### src/rtl/sensor_ctrl_core.sv
// Sensor controller datapath: captures sensor samples into a word buffer,
// raises a level interrupt when full, and serves registered buffer reads.
module sensor_ctrl_core #(
  parameter int DEPTH  = 64,
  parameter int DATA_W = 32,
  parameter int ADDR_W = 6
) (
  input  logic              clk,
  input  logic              rstn,
  input  logic              sctrl_en,
  input  logic              sctrl_clear,
  input  logic [ADDR_W-1:0] sctrl_addr,
  output logic [DATA_W-1:0] sctrl_out,
  output logic [ADDR_W:0]   sctrl_count,
  output logic              sctrl_interrupt,
  input  logic              sensor_ready,
  input  logic [DATA_W-1:0] sensor_out,
  output logic              sensor_en
);

  typedef enum logic {
    FILLING = 1'b0,
    FULL    = 1'b1
  } state_e;

  localparam logic [ADDR_W:0] LastIdx  = (ADDR_W + 1)'(DEPTH - 1);
  localparam logic [ADDR_W:0] DepthVal = (ADDR_W + 1)'(DEPTH);

  state_e            state_q, state_d;
  logic [ADDR_W:0]   count_q, count_d;
  logic              irq_q, irq_d;
  logic [DATA_W-1:0] out_q, out_d;
  logic [DATA_W-1:0] mem [DEPTH];
  logic              full;
  logic              capture;

  assign full = (state_q == FULL);

  // Gating with rstn keeps the sensor request low for the whole reset window.
  assign sensor_en = rstn & sctrl_en & ~full & ~sctrl_clear;
  assign capture   = sensor_ready & sensor_en;

  assign sctrl_out       = out_q;
  assign sctrl_count     = count_q;
  assign sctrl_interrupt = irq_q;

  always_comb begin
    state_d = state_q;
    count_d = count_q;
    irq_d   = irq_q;
    if (sctrl_clear) begin
      state_d = FILLING;
      count_d = '0;
      irq_d   = 1'b0;
    end else if (capture) begin
      count_d = count_q + 1'b1;
      if (count_q == LastIdx) begin
        state_d = FULL;
        irq_d   = 1'b1;
      end
    end
  end

  // Words beyond DEPTH read as zero when the address space is larger than the buffer.
  always_comb begin
    out_d = '0;
    if ({1'b0, sctrl_addr} < DepthVal) begin
      out_d = mem[sctrl_addr];
    end
  end

  always_ff @(posedge clk or negedge rstn) begin
    if (!rstn) begin
      state_q <= FILLING;
      count_q <= '0;
      irq_q   <= 1'b0;
      out_q   <= '0;
    end else begin
      state_q <= state_d;
      count_q <= count_d;
      irq_q   <= irq_d;
      out_q   <= out_d;
    end
  end

  // Buffer storage is intentionally not reset.
  always_ff @(posedge clk) begin
    if (capture) begin
      mem[count_q[ADDR_W-1:0]] <= sensor_out;
    end
  end

endmodule

### config.mk
export PLATFORM = sky130hd
export DESIGN_NAME = sensor_ctrl_core
export DESIGN_NICKNAME = d
export VERILOG_FILES = /design/src/rtl/sensor_ctrl_core.sv
export SDC_FILE = /design/constraint.sdc
export NUM_CORES = 2
export LEC_CHECK = 0
export BUFFER_PORTS_ARGS = -buffer_cell sky130_fd_sc_hd__buf_2
export CAP_MARGIN = 20
export CORE_AREA = 2 2 402 404
export DETAILED_ROUTE_END_ITERATION = 7
export DIE_AREA = 0 0 404 406
export PLACE_DENSITY = 0.68
export SYNTH_ARGS = -nofsm -noshare
export SYNTH_HDL_FRONTEND = slang
export SYNTH_SLANG_ARGS = --single-unit
### constraint.sdc
create_clock -name clk -period 2.85 [get_ports clk]
set_input_delay 0 -clock clk [delete_from_list [all_inputs] [get_ports clk]]
set_output_delay 0 -clock clk [all_outputs]
set_load 0.02 [all_outputs]
After elaboration in Yosys (flattened, before gate mapping)
Memory sizes are Yosys's and may differ from the RTL's. A register that Yosys moved wholly into a read port is not among the register bits. Cells that the tools add are included.

Output and inout port bits: 41. RAM bits: 2048. Memories kept: 1. Input bits: 43. Register bits: 8.

Memories: mem (depth 64, width 32, read ports 1, clocked after memory_dff 1, wr ports 1, line 33) `logic [DATA_W-1:0] mem [DEPTH];`.

Eq/ne operators: 1. Add/sub/neg operators: 1. Multiplexer cells: 7. Reduce and logical (&&, ||, !) cells: 4. Bitwise gates (word level): 6.

Operators by type and width (number): 7-bit 2-to-1 mux (2); 7-bit by 1-bit adder with 7-bit output (second input constant) (1); 7-bit by 6-bit == test with 1-bit output (second input constant) (1); 1-bit 2-to-1 mux (5); 1-bit bitwise AND (4); 2-bit nonzero test (2); 1-bit inverter (2); 2-bit AND reduction (1); 1-bit logical NOT (1).

Logic depth before layout (Yosys ltp)
Depth in word-level cells: 6. Mapped depth: 9. Gate-level depth less buffers: 5.

Worst setup path before layout
OpenSTA, ideal clock, no wires.

Path type: reg2reg. Start: reg, netlist name sctrl_interrupt. End: mem mem[61][0] (enable). Path buffers: 1. Cell stages (with the launch flop): 6. Data arrival time: 2.832 ns. Path slack: -0.403 ns. Setup time: 0.421 ns. Period minus slack after synthesis: 3.253 ns. Cell sequence: dfrtp_1 -> and4bb_2 -> and2_1 -> buf_2 -> nand4b_1 -> nor2_1.

RTL lines (line): end, declared (33).

==> flow_summary_export.csv <==
group,metric,value,unit
outcome,run_status,"finished, final reports clean",
clock_network,ctsRootBufferMaster,"clkbuf_16",
logic_synthesis,synth.area.top_cells,"edfxtp_1 78%, mux4_2 14%, dfrtp_1 1.3%, mux2i_1 0.98%, a22oi_1 0.58%",
routing,wirelength,198,mm
logic_synthesis,ys_seq_elements,2088,
routing,vias,38946,
logic_synthesis,ys_async_sr_fraction,0.0192,
clock_network,clk_latency,850,ps
clock_network,cts_resized,0,
critical_path,cp.required,3610,ps
floorplan,initial_utilization,0.497,
timing,grt_setup_unrepaired,"no",
routing,wl_per_cell,32.3,um
logic_synthesis,ys.flop_type,"edfxtp_1",
global_routing,grt_use_total,0.245,
layout,drive_above_1_share,0.288,
power_and_ir_drop,power_leakage,0.0287,uW
logic_synthesis,ys_warn_count,0,
timing,fin_crit_sh,0.945,
routing,drt_iter0_markers,5132,
job,maxCapViolCount,0,
clock_network,cts_buffers,196,
layout,syn2layout_area_growth,15.1,%
timing,hold_viol_final,0,
layout,nFillCells,11436,
logic_synthesis,syn-num-nets,3562,
layout,post-route-util,0.571,
floorplan,ios,84,
layout,nets,3932,
logic_synthesis,synth-edff-count,2048,
logic_synthesis,syn_area_per_cell,22.5,um2
global_routing,grt_max_degree,77,
global_routing,grt_pass1_wl,284,mm
floorplan,die_w,404,um
logic_synthesis,syn-cell-area,79300,um2
global_routing,grt_pass1_vias,38436,
routing,drc,0,
clock_network,clk_path_buf_depth,3,
routing,first_pass_iters,5,
timing,skew,52.0,ps
place,gp_congestion,0.813,
timing,slew_headroom,0.292,
clock_network,h-tree-depth,4,
clock_network,clock-sinks,2088,
timing,tightest_slew,1060,ps
floorplan,rows,147,
global_routing,antenna_found_initial,15,
critical_path,worst_setup_path_start_kind,"primary input",
clock_network,cts_tree,"yes",
floorplan,core_region_area,160000,um2
min_path,hold_path.class,"primary input to flop",
place,portBuffers,83,
timing,setup_viol,0,
logic_synthesis,ys_seq_area_frac,0.788,
floorplan,die_area,164000,um2
timing,drv_slew,0,
place,place_area,84300,um2
routing,ant_nets,0,
critical_path,crit_path_end_kind,"flop",
timing,max_freq,0.371,GHz
routing,viasPerCell,6.34,
logic_synthesis,synthCells,3518,
logic_synthesis,synth_top_area_cell,"edfxtp_1",
place,place_inst,5719,
power_and_ir_drop,power,62600,uW
clock_network,clkTransAtPathRegs,60,ps
critical_path,path_class,"primary input to flop",
layout,seq_area,62500,um2
critical_path,cp_max_fo,26,
logic_synthesis,ys_types,45,
place,dp_hpwl,118,mm
critical_path,arrival,3460,ps
power_and_ir_drop,irDropWorstVdd,642,uV
floorplan,die_h,406,um
power_and_ir_drop,power.density,686,nW/um2
global_routing,overflow,0,
layout,multiInputGateArea,16100,um2
layout,design_area,91200,um2
logic_synthesis,yosysTopAreaCellShare,0.776,
layout,fin_cells,6143,
timing,period_needed,2690,ps
synthesized netlist by cell type, drive strengths merged, types with 2 or more instances:
cell type / n
a211oi: 10
and3: 11
mux4: 482
nor2b: 16
nand4b: 2
a21oi: 32
or2: 4
nand4: 46
a311o: 11
o221ai: 50
edfxtp: 2048
and2: 5
inv: 2
a22oi: 61
o211a: 5
dfrtp: 40
nor2: 95
or3: 5
nand3: 86
a32oi: 3
o21ai: 14
a31oi: 4
xor2: 2
mux2: 12
nor3: 8
nand2: 94
buf: 139
mux2i: 78
o221a: 2
o22a: 11
nand3b: 6
o22ai: 56
nand2b: 11
clkbuf: 63
power breakdown:
part | leakage [uW] | switching (uW) | internal (uW)
logic | 0.00671 | 1980 | 1140
clock network | 0.00306 | 11200 | 14400
registers | 0.0189 | 94.4 | 33800
total | 0.0287 | 13300 | 49300
state kept, by name, indices dropped and copies added, names as in the netlist:
signal	flops
sctrl_count	7
mem	2048
sctrl_out	32
sctrl_interrupt	1
critical path, stage by stage:
cell and delay (ps):
dlygate4sd3_1 560, buf_8 220, or2_1 570, buf_4 290, o221ai_1 330, a31oi_1 160, nor3_1 500, o211a_1 230
dlygate4sd3_1 560
cells in the final DEF, fill, tap and decap left out, drive strengths merged, types with 6 or more instances in the layout:
master | netlist | routed
a21oi | 32 | 32
mux2 | 12 | 12
clkbuf | 63 | 254
o22ai | 56 | 56
o22a | 11 | 11
a211oi | 10 | 10
nor3 | 8 | 8
diode | 0 | 6
o221ai | 50 | 50
buf | 139 | 329
clkinv | 0 | 79
nor2 | 95 | 95
dfrtp | 40 | 40
edfxtp | 2048 | 2048
nand2b | 11 | 11
o21ai | 14 | 14
inv | 2 | 12
a22oi | 61 | 61
mux2i | 78 | 78
nor2b | 16 | 16
nand3b | 6 | 6
nand2 | 94 | 94
a311o | 11 | 11
mux4 | 482 | 482
and3 | 11 | 11
nand4 | 46 | 46
dlygate4sd3 | 0 | 45
bufinv | 0 | 16
nand3 | 86 | 86
cell type report:
cell class	count	share of cell area
Antenna cell	6	0.000165
Clock inverter	107	0.0114
Tap cell	2086	0.0286
Inverter	2	0.0000823
Timing Repair Buffer	374	0.0411
Multi-Input combinational cell	1226	0.176
Sequential cell	2088	0.685
Clock buffer	254	0.0574
path summary, 6_finish.rpt:
| check | cells after the start | slack, ps | start | end |
|---|---|---|---|---|
| worst max-delay path | 9 | 160 | sctrl_addr[1] | sctrl_out[6] |
| worst max register to register | 7 | 360 | sctrl_interrupt | mem[14][7] |
| max in group asynchronous | 5 | 1470 | rstn | sctrl_out[23] |
| worst min-delay path | 2 | 80 | sensor_out[3] | mem[10][3] |
| min in group asynchronous | 4 | 340 | rstn | sctrl_out[4] |
| worst min register to register | 2 | 570 | sctrl_interrupt | sctrl_interrupt |
routing by layer:
metal	GRT usage	vias to the layer above	wire, um
met4	0.0612	6	4280
met5	0	-	36
li1	-	15723	-
met2	0.381	2041	94600
met1	0.356	20922	79400
met3	0.0553	254	20100
repair_timing:
item | 4_1_cts | 5_1_grt
hold buffers | 45 | 0
buffers inserted | 0 | 0
endpoints found under the hold margin | 1688 | 0
cell families (layout without fill, tap and decap cells):
logic type	Yosys count	in the layout	share of synthesized area
AO/OA/AOI/OAI	260	260	0.0239
flip-flops	2088	2088	0.788
other	0	6	0
buffers and inverters	204	737	0.0151
XOR/XNOR	2	2	0.000221
multiplexers	572	572	0.148
adder cells (fa/ha/maj)	1	1	0.000158
AND/OR/NAND/NOR	391	391	0.0237
metrics by stage:
stage / setup TNS [ps] / worst slack [ps] / hold slack [ps]
2_1_floorplan: -651960 / -403 / -296
3_3_place_gp: 0 / 322 / 90.3
5_1_grt: 0 / 118 / 61.2
6_report: 0 / 157 / 81.5
3_5_place_dp: 0 / 358 / 97.4
4_1_cts: 0 / 306 / 25.5
No activity file was read; power rests on OpenSTA's default activity.
